==> src/rtl/nfu_pkg.sv <==
// Shared types and helpers for the NFU-1A lookahead zero-skipping scheduler.
package nfu_pkg;

  localparam int BIT_WIDTH = 16;
  localparam int Tn        = 16;
  localparam int TnxTn     = Tn * Tn;
  localparam int TAG_W     = 8;
  localparam int CNT_W     = $clog2(Tn + 1);

  typedef enum logic [1:0] {
    EMPTY = 2'd0,
    ONE   = 2'd1,
    TWO   = 2'd2
  } schedState_t;

  typedef struct packed {
    logic [BIT_WIDTH*Tn-1:0] data;
    logic [Tn-1:0]           pending;
    logic                    last;
    logic [TAG_W-1:0]        tag;
  } brickSlot_t;

  function automatic logic [CNT_W-1:0] popCount(input logic [Tn-1:0] v);
    logic [CNT_W-1:0] c;
    c = '0;
    for (int k = 0; k < Tn; k++) c = c + CNT_W'(v[k]);
    return c;
  endfunction

  function automatic logic [31:0] satAdd(input logic [31:0] a, input logic [31:0] b);
    logic [32:0] s;
    s = {1'b0, a} + {1'b0, b};
    return s[32] ? '1 : s[31:0];
  endfunction

endpackage

==> src/rtl/nfu_lane_pick.sv <==
// Per-lane operand selector: own value if pending, else borrow the lookahead lane.
module nfu_lane_pick (
  input  logic cur_pend,
  input  logic nxt_pend,
  input  logic nxt_ok,
  output logic sel,
  output logic lane_valid,
  output logic clr_nxt
);

  assign sel        = !cur_pend && nxt_ok && nxt_pend;
  assign lane_valid = cur_pend || sel;
  assign clr_nxt    = sel;

endmodule

==> src/rtl/nfu_1a_lookahead_sched.sv <==
// Two-slot lookahead zero-skipping scheduler feeding the NFU-1A mux stage.
// Optional statistics counters are enabled by defining NFU1A_SCHED_STATS_EN.
module nfu_1a_lookahead_sched
  import nfu_pkg::*;
(
  input  logic                    i_clk,
  input  logic                    i_rst,
  input  logic [BIT_WIDTH*Tn-1:0] i_in_data,
  input  logic                    i_in_last,
  input  logic                    i_in_valid,
  output logic                    o_in_ready,
  output logic [BIT_WIDTH*Tn-1:0] o_cur_inputs,
  output logic [BIT_WIDTH*Tn-1:0] o_repl_cands,
  output logic [TnxTn-1:0]        o_sel_lines,
  output logic [Tn-1:0]           o_lane_valid,
  output logic [TAG_W-1:0]        o_tag,
  output logic                    o_last,
  output logic                    o_valid,
  input  logic                    i_out_ready
`ifdef NFU1A_SCHED_STATS_EN
  ,
  output logic [31:0]             o_stat_zero_skipped,
  output logic [31:0]             o_stat_borrowed,
  output logic [31:0]             o_stat_issues
`endif
);

  schedState_t state, stateNext;
  brickSlot_t  cur, nxt, inBrick, nxtShift;
  logic [TAG_W-1:0] tagCnt;
  logic [Tn-1:0]    laneSel, laneValid, clrNxt, outSel;
  logic curHeld, nxtHeld, outFree, nxtOk;
  logic skip, issue, consume, accept;

  assign curHeld = (state != EMPTY);
  assign nxtHeld = (state == TWO);
  assign outFree = !o_valid || i_out_ready;
  assign nxtOk   = nxtHeld && !cur.last;

  // A brick with nothing left to issue is dropped at once, unless it must carry o_last.
  assign skip    = curHeld && (cur.pending == '0) && !cur.last;
  assign issue   = curHeld && (nxtHeld || cur.last) && outFree && !skip;
  assign consume = issue || skip;

  assign o_in_ready = !i_rst && (!nxtHeld || consume);
  assign accept     = i_in_valid && o_in_ready;

  for (genvar k = 0; k < Tn; k++) begin : g_lane
    nfu_lane_pick u_pick (
      .cur_pend   (cur.pending[k]),
      .nxt_pend   (nxt.pending[k]),
      .nxt_ok     (nxtOk),
      .sel        (laneSel[k]),
      .lane_valid (laneValid[k]),
      .clr_nxt    (clrNxt[k])
    );
  end

  // NOTE: every always_comb output gets a default first so no latch is inferred.
  always_comb begin
    inBrick      = '0;
    inBrick.data = i_in_data;
    inBrick.last = i_in_last;
    inBrick.tag  = tagCnt;
    for (int k = 0; k < Tn; k++)
      inBrick.pending[k] = |i_in_data[k*BIT_WIDTH +: BIT_WIDTH];

    nxtShift = nxt;
    if (issue) nxtShift.pending = nxt.pending & ~clrNxt;
  end

  always_comb begin
    stateNext = state;
    unique case (state)
      EMPTY: if (accept) stateNext = ONE;
      ONE: begin
        if (consume)     stateNext = accept ? ONE : EMPTY;
        else if (accept) stateNext = TWO;
      end
      TWO:     if (consume) stateNext = accept ? TWO : ONE;
      default: stateNext = EMPTY;
    endcase
  end

  // NOTE: sequential state uses non-blocking assignments only.
  always_ff @(posedge i_clk) begin
    if (i_rst) begin
      state  <= EMPTY;
      cur    <= '0;
      nxt    <= '0;
      tagCnt <= '0;
    end else begin
      state <= stateNext;
      if (accept) tagCnt <= tagCnt + TAG_W'(1);
      if (consume) begin
        if (nxtHeld) begin
          cur <= nxtShift;
          if (accept) nxt <= inBrick;
        end else if (accept) begin
          cur <= inBrick;
        end
      end else if (accept) begin
        if (!curHeld) cur <= inBrick;
        else          nxt <= inBrick;
      end
    end
  end

  always_ff @(posedge i_clk) begin
    if (i_rst) begin
      o_valid      <= 1'b0;
      o_cur_inputs <= '0;
      o_repl_cands <= '0;
      outSel       <= '0;
      o_lane_valid <= '0;
      o_tag        <= '0;
      o_last       <= 1'b0;
    end else if (issue) begin
      o_valid      <= 1'b1;
      o_cur_inputs <= cur.data;
      o_repl_cands <= nxtHeld ? nxt.data : '0;
      outSel       <= laneSel;
      o_lane_valid <= laneValid;
      o_tag        <= cur.tag;
      o_last       <= cur.last;
    end else if (i_out_ready) begin
      o_valid <= 1'b0;
    end
  end

  // Each lane's select is fanned out across all Tn filters.
  for (genvar i = 0; i < Tn; i++) begin : g_sel
    assign o_sel_lines[i*Tn +: Tn] = {Tn{outSel[i]}};
  end

`ifdef NFU1A_SCHED_STATS_EN
  always_ff @(posedge i_clk) begin
    if (i_rst) begin
      o_stat_zero_skipped <= '0;
      o_stat_borrowed     <= '0;
      o_stat_issues       <= '0;
    end else if (issue) begin
      o_stat_zero_skipped <= satAdd(o_stat_zero_skipped, 32'(popCount(~cur.pending)));
      o_stat_borrowed     <= satAdd(o_stat_borrowed, 32'(popCount(laneSel)));
      o_stat_issues       <= satAdd(o_stat_issues, 32'd1);
    end
  end
`endif

endmodule
==> config.mk <==
export PLATFORM = sky130hd
export DESIGN_NAME = nfu_1a_lookahead_sched
export DESIGN_NICKNAME = d
export VERILOG_FILES = /design/src/rtl/nfu_pkg.sv /design/src/rtl/nfu_lane_pick.sv /design/src/rtl/nfu_1a_lookahead_sched.sv
export SDC_FILE = /design/constraint.sdc
export NUM_CORES = 2
export LEC_CHECK = 0
export CAP_MARGIN = 20
export CORE_AREA = 2 2 407 409
export CTS_CLUSTER_SIZE = 10
export DETAILED_ROUTE_END_ITERATION = 8
export DIE_AREA = 0 0 409 411
export GPL_ROUTABILITY_DRIVEN = 0
export PLACE_DENSITY_LB_ADDON = 0.1
export SLEW_MARGIN = 20
export SYNTH_ARGS = -nofsm -noshare
export SYNTH_HDL_FRONTEND = slang
export SYNTH_SLANG_ARGS = --single-unit
==> constraint.sdc <==
create_clock -name i_clk -period 5.95 [get_ports i_clk]
set_clock_uncertainty 0.1 [all_clocks]
set_input_delay 0.8925 -clock i_clk [delete_from_list [all_inputs] [get_ports i_clk]]
set_output_delay 0.8925 -clock i_clk [all_outputs]
set_load 0.02 [all_outputs]
# After elaboration in Yosys (flattened, before gate mapping)
# Index checks and enable logic that the tools add are counted.
# totals
mem_bits_ro	0
register_bits	1126
output_inout_bits	795
word_cells	154
mem_count	0
input_bits	261
latchBits	0
ram_bits	0
# classes
n_eq_ne	7
add_sub_neg	1
n_mul	0
muxes	20
bitwise	2
div_mod_pow	0
n_reduce_logical	107
shifts	0
order_cmp	0
# op_table
op	count
$mux W281	9
$mux W256	1
$reduce_or A16 Y1	16
$logic_and A1 B1 Y1	40
$logic_not A1 Y1	21
$logic_or A1 B1 Y1	20
$and A16 B16 Y16	1
$logic_not A16 Y1	1
$mux W16	1
$not A16 Y16	1
$mux W2	5
$reduce_bool A2 Y1	5
$reduce_and A3 Y1	3
$add A8 B1 Y8 const B	1
$pmux W2 S3	1
$ne A2 B1 Y1 const B	2
$ne A2 B2 Y1 const B	2
$mux W1	3
$ne A3 B3 Y1 const B	1
$eq A2 B1 Y1 const B	1
$eq A2 B2 Y1 const B	1
$logic_not A2 Y1	1

# Depth between registers and ports, before layout
# logic_depth
ltp_word	12
ltp_mapped	10
mapped_depth_nobuf	6

# Modules after synthesis
# Synthesis repeated with hierarchy kept, for this count alone.
# unflattened
cells_unflattened	6019
hier_area_um2	47948.5
# modules_own_cells
module	area_each_um2	seq_area_each_um2	cells_each	n_inst
nfu_1a_lookahead_sched	47548.1	22541.6	5971	1
nfu_lane_pick	25.0	0.0	3	16

# Least setup slack after synthesis
# Ideal clock, no wire load.
# synth_path
kind	input port to output port
startpoint	input i_rst
endpoint	output o_in_ready
t_required_ns	4.958
cell_stages	5
t_arrival_ns	2.152
slack_ns	2.806
path_buffers	4
cell_sequence	clkbuf_1 > clkbuf_1 > clkbuf_1 > clkbuf_1 > nor2_1
# synth_between
elab_chain_cells	2
# synth_lines
item	line	text
start: declaration	nfu_1a_lookahead_sched.sv:7	input logic i_rst,
$logic_not A1 Y1	nfu_1a_lookahead_sched.sv:45	assign o_in_ready = !i_rst && (!nxtHeld || consume);
$logic_and A1 B1 Y1	nfu_1a_lookahead_sched.sv:45	
end: declaration	nfu_1a_lookahead_sched.sv:11	output logic o_in_ready,
# No other way between the ends.

# Final worst setup path
# layout_path
startpoint	input i_out_ready
endpoint	output o_in_ready
# layout_between
elab_chain_cells	6
# layout_lines
item	line	text
start: declaration	nfu_1a_lookahead_sched.sv:19	input logic i_out_ready
$logic_or A1 B1 Y1	nfu_1a_lookahead_sched.sv:37	assign outFree = !o_valid || i_out_ready;
$logic_and A1 B1 Y1 (2 in a row)	nfu_1a_lookahead_sched.sv:42	assign issue = curHeld && (nxtHeld || cur.last) && outFree && !skip;
$logic_or A1 B1 Y1	nfu_1a_lookahead_sched.sv:43	assign consume = issue || skip;
$logic_or A1 B1 Y1	nfu_1a_lookahead_sched.sv:45	
$logic_and A1 B1 Y1	nfu_1a_lookahead_sched.sv:45	
# No other way between the ends.

==> impl_metrics.toml <==
[clocking]
cts_tree = "yes"
cts_setup_buffers = 0
cts_inserted_buffers = 139
cts_buffer_depth = 3
h-tree-depth = 4
clock_latency_ns = 0.76
cts.sinks = 1126
clk_pin_slew_worst_paths_ns = 0.05
root_buffer = "clkbuf_16"
holdBufCountCts = 0
cts_resized = 0

[setup_path]
cp-start-kind = "primary input"
critPathSlowestCell = "clkdlybuf4s50_1"
end_kind = "primary output"
crit_type = "primary input to primary output"
required_ns = 4.96
path_max_fanout = 18
cp_common_cell = "clkdlybuf4s50_1"
arrival_ns = 3.72
max_stage_delay_ns = 0.72
worstPathCellList = "clkdlybuf4s50_1 -> nand2b_1 -> buf_4 -> o21ai_1 -> o211a_1 -> nor2_1 -> clkdlybuf4s50_1"

[global_routing]
grt_use_met1_pct = 27.7
grt_pass1_wl_um = 280000
first_global_vias = 39500
grt_busiest_layer = "met2"
met3_usage_pct = 5.10
grt_util_met2_pct = 36.2
track_usage_pct = 21.9
antenna_found_initial = 25
grt_overflow = 0
grt_max_degree = 178

[detailed_routing]
drc = 0
vias = 41600
drt_iter0_drc = 2657
dr.pass1.iters = 5
viasPerCell = 5.08
wl_per_cell_um = 23.7
wl_um = 194000
drtAntennaViolNets = 0

[floorplanning]
rows = 149
die_h_um = 411
start_util_pct = 28.5
dieArea_um2 = 168000
fp.coreArea_um2 = 164000
io_pins = 1056
die_w_um = 409

[synthesis]
synth_common_cells = "nand2_1, dfxtp_1, a21oi_1, clkbuf_1, a211oi_1"
synth_compound_area_share_pct = 16.9
synth_simple_gate_area_share_pct = 19.4
ys_seq_area_share_pct = 48.3
synth_mux_area_share_pct = 6.84
synth_most_common_cell = "nand2_1"
synth_top_area_share_pct = 48.3
synthCells = 5390
yosys.area.top_type = "dfxtp_1"
synth.cell_area_um2 = 46700
syn_avg_cell_area_um2 = 8.66
ys_async_sr_fraction_pct = 0
synth_top_family_by_area = "simple AND/OR/NAND/NOR gates"
ys_warn_count = 0
synth_edf_count = 0
synthXorXnorAreaFrac_pct = 0
synth_fp_nets = 5652
synth_fa_ha_area_share_pct = 0.0268
synthFlopType = "dfxtp_1"
synth.area.top_cells = "dfxtp_1, nand2_1, a21oi_1, a211oi_1, a311oi_1"
synth_seq_cells = 1126
ys_types = 46

[sta]
finalSetupViolations = 0
holdWs_ns = 0.331
slew_viol_final = 0
finalCriticalPeriod_ns = 4.72
rsz0062_at_grt = "false"
clock.fmax_ghz = 0.212
worst_pin_slew_ns = 1.39
final-hold-violation-count = 0
period_share_pct = 79.3
tns_ns = 0
relSlewSlack_pct = 7.26

[power]
p_total_mw = 22.3
peakVddDrop_v = 0.000333
p_leak_nw = 20.7
powerDensity_nw_per_um2 = 364

[min_path]
worstHoldPathType = "flop to flop"

[placement]
port_buffers = 1055
postPlaceCellArea_um2 = 57000
place.detailed.hpwl_um = 125000

[layout]
fin_nets = 6177
area_delta_synth_final_pct = 31.3
drive_gt1_share_pct = 7.40
postLayoutCellArea_um2 = 61300
post-route-util_pct = 37.4
fillers = 16700

[outcome]
outcome = "completed"

[run]
maxCapViolations = 0
-- critical path: cells and delay by family --
family / cells / cell delay (ns)
AOI/OAI and AO/OA: 2 / 0.62
buffers and inverters: 3 / 1.56
and+or+nand+nor: 2 / 0.62
-- routing by layer --
metal  up-vias  routed length (µm)
met1     20400               83400
met4        18                6660
met3       277               11600
li1      19700                   -
met2      1217               92500
met5         -                 124
-- sequential cells by signal (all words and copies together) (netlist names) --
register and count:
tagCnt 8, outSel 16, o_tag 8, o_last 1, o_repl_cands 256, state 2
cur 281, nxt 281, o_cur_inputs 256, o_lane_valid 16, o_valid 1
-- per-stage QoR --
stage	setup WS (ns)	instances
final	1.23	8191
after global placement	1.14	7962
after CTS	1.12	8177
after global routing	1.10	8185
after floorplan	2.81	5390
after detailed placement	1.14	7962
-- cell families (layout without fill, tap and decap cells) --
kind of cell | Yosys count | after routing
flip-flops | 1126 | 1126
buffers and inverters | 749 | 1348
adder cells (fa/ha/maj) | 1 | 1
AO/OA/AOI/OAI | 1194 | 1194
multiplexers | 284 | 284
AND/OR/NAND/NOR | 2036 | 2036
other | 0 | 13
-- power breakdown --
| part | switching [mW] | internal [mW] | leakage, nW |
|---|---|---|---|
| registers | 0.635 | 8.46 | 9.15 |
| logic | 3.48 | 1.75 | 9.53 |
| clock network | 3.39 | 4.60 | 2.01 |
-- final cells by class --
type                            instances  area (µm²)  area share [%]
Multi-Input combinational cell       3515       20300            33.1
Clock inverter                         14         231           0.378
Clock buffer                          201        3930            6.41
Sequential cell                      1126       22500            36.8
Timing Repair Buffer                 1129       11500            18.8
Antenna cell                           13        32.5          0.0531
Tap cell                             2189        2740            4.47
Inverter                                4        15.0          0.0245
-- worst paths after layout --
| kind | slack (ns) | to | depth (start not counted) | from |
|---|---|---|---|---|
| setup reg to reg | 1.84 | cur[4]$_SDFFE_PP0P_ | 8 | state[1]$_SDFFE_PP0P_ |
| hold reg to reg | 0.33 | o_cur_inputs[194]$_SDFFE_PP0N_ | 2 | cur[219]$_SDFFE_PP0P_ |
| hold / removal | 0.33 | o_cur_inputs[194]$_SDFFE_PP0N_ | 2 | cur[219]$_SDFFE_PP0P_ |
| setup / recovery | 1.23 | o_in_ready | 7 | i_out_ready |
-- cell usage in the layout (no fill, tap or decap), types with 4 or more instances in the layout --
cell type,Yosys,final
o21ai_4,0,4
nor3_1,17,16
a22oi_1,16,16
clkbuf_8,0,13
diode_2,0,13
a21oi_1,548,547
nand4b_1,16,16
clkdlybuf4s50_1,0,1054
nand3_1,260,259
o31ai_1,5,5
clkbuf_1,338,45
clkbuf_16,0,143
or4_1,5,5
buf_4,251,43
clkinv_8,0,4
mux2_1,100,100
nand4_1,18,18
a211oi_1,313,313
nor2_1,23,22
dfxtp_1,1126,1126
buf_12,0,30
nor4_1,66,65
mux2_2,180,180
mux2i_1,4,4
a311oi_1,265,265
nand2_1,1337,1336
nor2b_1,281,281
o21ai_0,16,16
inv_1,4,4
nand2b_1,5,5
o211ai_1,15,15
Note: power is estimated with default switching activity, not from simulation.
